==> src/rtl/i2c_apb_arbiter.sv <==
// Round-robin arbiter sharing the I2C controller's single APB slave port among NUM_REQ requesters.
// Optional: define I2C_ARB_LOCK_EN to add req_lock, which lets a requester keep priority across transfers.
module i2c_apb_arbiter #(
  parameter int NUM_REQ     = 4,
  parameter int ADDR_W      = 8,
  parameter int DATA_W      = 8,
  parameter int TIMEOUT_CYC = 255
) (
  input  logic                      pclk,
  input  logic                      preset,
  input  logic [NUM_REQ-1:0]        req_valid,
  input  logic [NUM_REQ-1:0]        req_write,
  input  logic [NUM_REQ*ADDR_W-1:0] req_addr,
  input  logic [NUM_REQ*DATA_W-1:0] req_wdata,
`ifdef I2C_ARB_LOCK_EN
  input  logic [NUM_REQ-1:0]        req_lock,
`endif
  output logic [NUM_REQ-1:0]        done_o,
  output logic [DATA_W-1:0]         rdata_o,
  output logic                      err_o,
  output logic [NUM_REQ-1:0]        gnt_o,
  output logic [ADDR_W-1:0]         paddr,
  output logic                      pwrite,
  output logic                      psel,
  output logic                      penable,
  output logic [DATA_W-1:0]         pwdata,
  input  logic [DATA_W-1:0]         prdata,
  input  logic                      pready
);
  localparam int IDX_W = $clog2(NUM_REQ);
  localparam int CNT_W = $clog2(TIMEOUT_CYC + 2);
  localparam logic [CNT_W-1:0] CNT_LAST = (TIMEOUT_CYC == 0) ? '0 : CNT_W'(TIMEOUT_CYC - 1);
  localparam logic [IDX_W-1:0] IDX_LAST = IDX_W'(NUM_REQ - 1);

  typedef enum logic [1:0] {IDLE, SETUP, ACCESS, DONE} state_t;

  state_t               state_q, state_d;
  logic [IDX_W-1:0]     ptr_q, ptr_d;
  logic [IDX_W-1:0]     gidx_q, gidx_d;
  logic [CNT_W-1:0]     cnt_q, cnt_d;
  logic [NUM_REQ-1:0]   gnt_q, gnt_d;
  logic [NUM_REQ-1:0]   done_q, done_d;
  logic [DATA_W-1:0]    rdata_q, rdata_d;
  logic                 err_q, err_d;
  logic [ADDR_W-1:0]    paddr_q, paddr_d;
  logic                 pwrite_q, pwrite_d;
  logic                 psel_q, psel_d;
  logic                 penable_q, penable_d;
  logic [DATA_W-1:0]    pwdata_q, pwdata_d;

  logic [ADDR_W-1:0]    addr_arr  [NUM_REQ];
  logic [DATA_W-1:0]    wdata_arr [NUM_REQ];
  logic                 found;
  logic [IDX_W-1:0]     win, cand;
  logic                 keep_ptr;

  for (genvar gi = 0; gi < NUM_REQ; gi++) begin : g_unpack
    assign addr_arr[gi]  = req_addr[gi*ADDR_W +: ADDR_W];
    assign wdata_arr[gi] = req_wdata[gi*DATA_W +: DATA_W];
  end

`ifdef I2C_ARB_LOCK_EN
  assign keep_ptr = req_lock[gidx_q];
`else
  assign keep_ptr = 1'b0;
`endif

  // First requesting index at or after the pointer, wrapping around.
  always_comb begin
    found = 1'b0;
    win   = '0;
    cand  = '0;
    for (int k = 0; k < NUM_REQ; k++) begin
      cand = IDX_W'((int'(ptr_q) + k) % NUM_REQ);
      if (!found && req_valid[cand]) begin
        found = 1'b1;
        win   = cand;
      end
    end
  end

  always_comb begin
    state_d   = state_q;
    ptr_d     = ptr_q;
    gidx_d    = gidx_q;
    cnt_d     = cnt_q;
    gnt_d     = gnt_q;
    done_d    = '0;
    rdata_d   = rdata_q;
    err_d     = err_q;
    paddr_d   = paddr_q;
    pwrite_d  = pwrite_q;
    psel_d    = psel_q;
    penable_d = penable_q;
    pwdata_d  = pwdata_q;
    case (state_q)
      IDLE: begin
        if (found) begin
          state_d     = SETUP;
          gidx_d      = win;
          gnt_d       = '0;
          gnt_d[win]  = 1'b1;
          paddr_d     = addr_arr[win];
          pwrite_d    = req_write[win];
          pwdata_d    = wdata_arr[win];
          psel_d      = 1'b1;
          penable_d   = 1'b0;
        end
      end
      SETUP: begin
        state_d   = ACCESS;
        penable_d = 1'b1;
      end
      ACCESS: begin
        cnt_d = cnt_q + 1'b1;
        if (pready) begin
          state_d   = DONE;
          psel_d    = 1'b0;
          penable_d = 1'b0;
          done_d    = gnt_q;
          err_d     = 1'b0;
          if (!pwrite_q) rdata_d = prdata;
        end else if (TIMEOUT_CYC != 0 && cnt_q == CNT_LAST) begin
          state_d   = DONE;
          psel_d    = 1'b0;
          penable_d = 1'b0;
          done_d    = gnt_q;
          err_d     = 1'b1;
          rdata_d   = '0;
        end
      end
      DONE: begin
        state_d = IDLE;
        gnt_d   = '0;
        cnt_d   = '0;
        err_d   = 1'b0;
        if (keep_ptr)                ptr_d = gidx_q;
        else if (gidx_q == IDX_LAST) ptr_d = '0;
        else                         ptr_d = gidx_q + 1'b1;
      end
      default: state_d = IDLE;
    endcase
  end

  always_ff @(posedge pclk) begin
    if (!preset) begin
      state_q   <= IDLE;
      ptr_q     <= '0;
      gidx_q    <= '0;
      cnt_q     <= '0;
      gnt_q     <= '0;
      done_q    <= '0;
      rdata_q   <= '0;
      err_q     <= 1'b0;
      paddr_q   <= '0;
      pwrite_q  <= 1'b0;
      psel_q    <= 1'b0;
      penable_q <= 1'b0;
      pwdata_q  <= '0;
    end else begin
      state_q   <= state_d;
      ptr_q     <= ptr_d;
      gidx_q    <= gidx_d;
      cnt_q     <= cnt_d;
      gnt_q     <= gnt_d;
      done_q    <= done_d;
      rdata_q   <= rdata_d;
      err_q     <= err_d;
      paddr_q   <= paddr_d;
      pwrite_q  <= pwrite_d;
      psel_q    <= psel_d;
      penable_q <= penable_d;
      pwdata_q  <= pwdata_d;
    end
  end

  assign done_o  = done_q;
  assign rdata_o = rdata_q;
  assign err_o   = err_q;
  assign gnt_o   = gnt_q;
  assign paddr   = paddr_q;
  assign pwrite  = pwrite_q;
  assign psel    = psel_q;
  assign penable = penable_q;
  assign pwdata  = pwdata_q;

endmodule

==> config.mk <==
export PLATFORM = sky130hd
export DESIGN_NAME = i2c_apb_arbiter
export DESIGN_NICKNAME = d
export VERILOG_FILES = /design/src/rtl/i2c_apb_arbiter.sv
export SDC_FILE = /design/constraint.sdc
export NUM_CORES = 1
export LEC_CHECK = 0
export BUFFER_PORTS_ARGS = -buffer_cell sky130_fd_sc_hd__buf_2
export CORE_ASPECT_RATIO = 1.2
export CORE_MARGIN = 3
export CORE_UTILIZATION = 42
export DETAILED_ROUTE_END_ITERATION = 8
export PLACE_DENSITY = 0.85
export SLEW_MARGIN = 30
export SYNTH_ARGS = -nofsm -noshare
export SYNTH_HDL_FRONTEND = slang
export SYNTH_SLANG_ARGS = --single-unit
==> constraint.sdc <==
create_clock -name pclk -period 1.49 [get_ports pclk]
set_input_delay 0.149 -clock pclk [delete_from_list [all_inputs] [get_ports pclk]]
set_output_delay 0.149 -clock pclk [all_outputs]
set_load 0.1 [all_outputs]
==> summary.txt, run 1 <==
Outcome
  • Status: finished, violations left
  • Violated checks: negative setup slack

Routing
  • WL final: 8060 µm
  • Initial DRC Count: 196
  • Avg WL per Cell: 15.9 µm
  • DRC violations left: 0
  • First-pass iteration count of the detailed router: 9
  • DR vias: 2800
  • Final ANT Viol Nets: 0
  • Post-DR vias/cell: 5.51

STA
  • RSZ-0062 raised after global routing: true
  • Worst-Margin Slew: 0.495 ns
  • Fmax: 0.647 GHz
  • Tcrit/Tclk final: 1.04
  • Slew Limit Fails: 0
  • Final hold violations: 0
  • Setup ws final: -0.0566 ns
  • Minimum clock period: 1.55 ns
  • Final Setup Violations: 5
  • Worst clock skew: 0.0173 ns
  • Slew margin rel.: 0.672

Logic synthesis
  • Synth unique cells: 43
  • Avg Synthesized Cell Area: 8.97 µm²
  • Synth Cell Area: 2580 µm²
  • Seq/Total Area, Yosys: 0.395
  • Synth warn: 0
  • Number of synthesized register bits: slightly above 50
  • Synth Instances: ~290
  • Mapped Nets: around 380

CTS
  • CTS tree: built
  • Hold_buf cts: 0
  • H-tree Lvls: 2
  • # clock sinks: slightly above 50
  • Num CTS Buffers: 5
  • Clock Tree Root: clkbuf_8
  • CTS clk-pin slew, worst paths: approximately 0.11 ns
  • CTS Buffer Depth: 2
  • Worst-skew pair later-pin latency: 0.31 ns

Worst setup path
  • FF-to-FF setup slack: -0.06 ns
  • Worst r2r src: cnt_q[0]
  • CP max stage delay: approximately 0.33 ns
  • WP data required: 1.69 ns
  • Crit-path cells: inv_1 -> ha_1 -> nand4b_1 -> o21bai_2 -> nand2_2 -> o211ai_1 -> o31ai_1
  • Critical Path Sink: penable
  • WS Path Type: flip-flop to flip-flop
  • CP Launch Point: cnt_q[0]
  • Worst Setup End Kind: flip-flop
  • Crit path DAT: around 1.8 ns
  • Slowest-stage cell, CP: dfxtp_2
  • Reg2Reg Depth: 7
  • CP Launch Type: flip-flop
  • Critical R2R Capture: penable
  • Max FO, Critical Path: 6

Power
  • Leakage: 0.00168 µW
  • Total chip power: 6920 µW
  • Cell Pwr Density: 1840 nW/µm²
  • Worst VDD drop: 0.00140 V

Cells and area
  • Layout cells sized above 1: 0.495
  • Most frequent cells in the layout: buf_2, dfxtp_1, buf_4, a21oi_1, o21ai_0
  • Commonest non-fill, non-tap cell in the layout: buf_2
  • Final nets: ~520
  • # diodes: 0
  • Final core utilization: 0.646
  • Syn-to-layout area delta: 45.4%
  • Non-Filler Instances: 508

Floorplan
  • Height of the die: 91.9 µm
  • Die width: 77.6 µm
  • Num ports: roughly 120
  • Starting density of the core: 0.444
  • Die Footprint: 7130 µm²
  • Core region area: a little under 6000 µm²
  • Row count: 30

Placement
  • Dpl ws: -0.324 ns
  • Port-buffer cells: 118
  • Inst Count DP: approximately 500
  • Placer congestion estimate: 0.858
  • Final HPWL DP: between 5000 and 6000 µm

Global routing
  • Grt ovf: 0
  • Vias in the first global route: about 2800
  • Gr usage total: 0.210
  • Largest net degree at the start of global routing: 30
  • Global-route wire length before repair: 12200 µm
  • Antenna violations before repair: 0

Hold path
  • Hold Path Class: input pin to flip-flop

Job
  • Max-cap viol count: 0
## timing repair
| action | in CTS | in global routing |
|---|---|---|
| pin swaps | 5 | 17 |
| resized for setup | 16 | 34 |
| endpoints found under the setup margin | 30 | 34 |
| buffers inserted | 4 | 3 |
| endpoints found under the hold margin | 0 | 0 |
| gates cloned | 0 | 1 |
## layer usage
metal	global-route usage	wire, µm	vias up	part of all wire
met5	0	0	-	0
met4	0.0979	165	0	0.020
met3	0.0481	608	21	0.075
met2	0.386	4230	158	0.53
met1	0.224	3050	1283	0.38
li1	-	-	1338	-
## where the power goes
group | internal [µW] | switching (µW)
Sequential | 1680 | 203
Combinational | 1220 | 2970
Clock | 346 | 504
Total | 3240 | 3680
## cells by family after synthesis
kind of cell,share of synthesized area
flops,0.395
compound gates,0.294
buf+inv,0.0770
fa+ha+maj,0.0387
mux,0.0155
xor+xnor,0.0237
simple gates,0.156
## through the flow
step | TNS, ns | hold WS, ns | cell area [µm²]
floorplan | 0 | 0.312 | 2590
global placement | -4.88 | 0.422 | 3410
detailed placement | -6.03 | 0.432 | 3410
CTS | -0.00942 | 0.0949 | 3580
global route | -1.81 | 0.103 | 3760
finish | -0.104 | 0.0992 | 3760
## sequential cells by signal, indices dropped and copies added, names as in the netlist
signal,cells
ptr_q,2
paddr,8
gnt_o,4
psel,1
pwdata,8
cnt_q,9
done_o,4
rdata_o,8
gidx_q,2
pwrite,1
state_q,2
err_o,1
penable,1
## synthesized netlist by cell type
library cell,instances,area share
o2111ai_1,1,0.0034
mux2i_1,4,0.015
and3_1,1,0.0024
o221a_1,2,0.0087
o31ai_4,1,0.0082
o211ai_1,1,0.0029
nand2b_1,3,0.0073
and2_1,6,0.015
dfxtp_1,51,0.40
o21ai_0,26,0.050
nor2_2,1,0.0024
xnor2_1,1,0.0034
nor2_1,18,0.026
o21bai_1,1,0.0029
a211oi_1,1,0.0029
nor2b_1,16,0.039
o22ai_1,3,0.0073
a21oi_1,41,0.079
nand2_1,15,0.022
a21oi_4,1,0.0063
o31ai_1,1,0.0029
buf_6,7,0.031
xor2_1,6,0.020
nor3_1,2,0.0039
a222oi_1,17,0.066
a21oi_2,1,0.0034
a22oi_1,10,0.029
inv_1,6,0.0087
clkbuf_1,8,0.012
nor4_4,1,0.0082
buf_4,5,0.015
o211a_1,3,0.012
or3_1,1,0.0024
nor4_1,1,0.0024
ha_1,8,0.039
nand3_1,1,0.0019
nand4b_1,1,0.0034
nor2b_4,2,0.011
o21ai_1,1,0.0019
a21boi_0,1,0.0029
nand4_1,4,0.0097
a21bo_2,1,0.0039
buf_2,6,0.012
## worst max-delay path, delay by kind of cell, from the launching register on
family | cells | cell delay (ns)
AO/OA/AOI/OAI | 3 | 0.54
AND/OR/NAND/NOR | 2 | 0.38
flip-flops | 1 | 0.33
buffers and inverters | 1 | 0.05
adder cells (fa/ha/maj) | 1 | 0.14
## final cells by class
cell class                 instances  area [µm²]
sequential                        51        1030
fill                             468        2060
multi-input combinational        205        1520
timing repair buffer             158         982
clock buffer                       5        68.8
inverter                           6        22.5
tap                               80         100
clock inverter                     3        27.5
## worst min-delay path by stage
| stage | from | endpoint | cells after the start |
|---|---|---|---|
| 3_3_place_gp | prdata[2] | rdata_o[2] | 3 |
| 2_1_floorplan | preset | cnt_q[1] | 2 |
| 3_5_place_dp | prdata[1] | rdata_o[1] | 3 |
| 5_1_grt | prdata[2] | rdata_o[2] | 3 |
| 6_report | prdata[1] | rdata_o[1] | 3 |
| 4_1_cts | prdata[1] | rdata_o[1] | 3 |
Note: power is estimated with default switching activity, not from simulation.
==> run 2, diff against run 1 <==
Settings changed: GPL_TIMING_DRIVEN set to 0.
==> run 2 against run 1 <==
Effect of this change: sequential cell count stayed put; utilization grew 0.065 points; sequential share of layout area is 0.13 points lower; largest cell class unchanged; critical path depth unchanged; the flow still finishes with violations (negative setup slack); sequential power hardly changed; highest routed layer unchanged; combinational power fell by 3%.
==> summary.txt, run 2 (same netlist as run 1, synthesis figures left out) <==
CTS
  • CTS Buffer Depth: 2
  • CTS clk-pin slew, worst paths: 0.10 ns
  • Hold_buf cts: 0
  • # clock sinks: 51
  • Worst-skew pair later-pin latency: 0.32 ns
  • CTS tree: built
  • Num CTS Buffers: 5
  • Clock Tree Root: clkbuf_8
  • H-tree Lvls: 2

Worst setup path
  • WP data required: 1.69 ns
  • WS Path Type: flip-flop to flip-flop
  • CP Launch Type: flip-flop
  • Crit path DAT: 1.79 ns
  • Worst Setup End Kind: flip-flop
  • Max FO, Critical Path: 5

Routing
  • Avg WL per Cell: ~16 µm
  • WL final: 8010 µm
  • Final ANT Viol Nets: 0
  • DR vias: between 2000 and 3000
  • Post-DR vias/cell: 5.46
  • DRC violations left: 0
  • First-pass iteration count of the detailed router: 7
  • Initial DRC Count: 211

STA
  • Slew Limit Fails: 0
  • Worst-Margin Slew: a little over 0.5 ns
  • Minimum clock period: 1.59 ns
  • Final hold violations: 0
  • Setup ws final: -0.0972 ns
  • Fmax: 0.630 GHz
  • RSZ-0062 raised after global routing: true
  • Final Setup Violations: 17
  • Worst clock skew: approximately 0.017 ns
  • Tcrit/Tclk final: 1.07
  • Slew margin rel.: 0.660

Floorplan
  • Num ports: 119
  • Row count: 30
  • Die Footprint: 7130 µm²
  • Starting density of the core: 0.444
  • Die width: ~78 µm
  • Core region area: 5820 µm²
  • Height of the die: 91.9 µm

Global routing
  • Busiest layer in global routing: met2
  • Vias in the first global route: about 2700
  • Grt ovf: 0
  • Global-route wire length before repair: 12500 µm
  • Met2 Resource Use GR: 0.394
  • Met1 Use GR: 0.248
  • Met3 Track Usage GR: 0.0422
  • Antenna violations before repair: 0
  • Gr usage total: 0.215
  • Largest net degree at the start of global routing: 18

Power
  • Cell Pwr Density: 1890 nW/µm²
  • Worst VDD drop: 0.00165 V
  • Leakage: 0.00167 µW

Cells and area
  • Final core utilization: 0.646
  • Syn-to-layout area delta: 45.6%
  • Commonest non-fill, non-tap cell in the layout: buf_2
  • # diodes: 0
  • Biggest register: cnt_q
  • Layout cells sized above 1: 0.471
  • Non-Filler Instances: 505
  • Final nets: approximately 520
  • Most frequent cells in the layout: buf_2, dfxtp_1, a21oi_1, o21ai_0, nor2_1
  • Largest register FFs: 9

Hold path
  • Hold Path Class: input pin to flip-flop

Placement
  • Inst Count DP: around 480
  • Port-buffer cells: 114
  • Final HPWL DP: roughly 5500 µm
  • Placer congestion estimate: 0.790

Job
  • Max-cap viol count: 0

Outcome
  • Status: finished, violations left
  • Violated checks: negative setup slack
-- run 2: cell types whose count changed in the layout (fill, tap and decap cells not counted), sizes merged --
cell,change
buf,-8
clkbuf,+5
bufinv,+2
clkinv,-1
clkinvlp,-1
-- run 2: path summary, 6_finish.rpt --
check / start / endpoint / slack [ns] / depth (start not counted)
setup / recovery: ptr_q[1] / pwdata[6] / -0.1 / 7
hold / removal: prdata[5] / rdata_o[5] / 0.1 / 3
setup reg to reg: ptr_q[1] / pwdata[6] / -0.1 / 7
hold reg to reg: gidx_q[0] / gidx_q[0] / 0.49 / 2
-- run 2: what timing repair did --
item	CTS	global route
setup buffers	14	3
gates cloned	2	1
resized for setup	32	27
pin swaps	22	19
endpoints found under the setup margin	40	48
-- run 2: stage by stage --
step / setup TNS [ns] / setup WS (ns) / instance area, µm² / total power (µW) / hold WS (ns)
2_1_floorplan: 0 / 0.0122 / 2590 / 4760 / 0.312
3_3_place_gp: -3.63 / -0.165 / 3260 / 5380 / 0.423
3_5_place_dp: -5.24 / -0.235 / 3260 / 5440 / 0.434
4_1_cts: -0.614 / -0.0599 / 3610 / 6930 / 0.101
5_1_grt: -2.28 / -0.181 / 3760 / 7470 / 0.0856
6_report: -0.930 / -0.0972 / 3760 / 7120 / 0.0950
-- run 2: area by class of cell --
class	count	area (µm²)
clock buffer	5	68.8
timing repair buffer	133	762
multi-input combinational	205	1520
buffer	22	185
clock inverter	3	71.3
inverter	6	22.5
tap	80	100
sequential	51	1030
fill	450	2060
-- run 2: per-layer routing --
metal | up-vias | share of wire
met5 | - | 0
met4 | 0 | 0.018
met3 | 12 | 0.069
met2 | 130 | 0.52
met1 | 1285 | 0.39
li1 | 1329 | -
-- run 2: worst max-delay path, stage by stage (launching register included) --
cell and delay (ns):
dfxtp_2 0.37, buf_6 0.13, nor2_4 0.04, a21oi_4 0.14, o31ai_4 0.14, buf_2 0.19
a222oi_1 0.36, a21oi_1 0.11
-- run 2: report_power, final --
part	internal [µW]	switching, µW	total (µW)
registers	1680	194	1880
clock network	682	495	1180
logic	1140	2930	4060
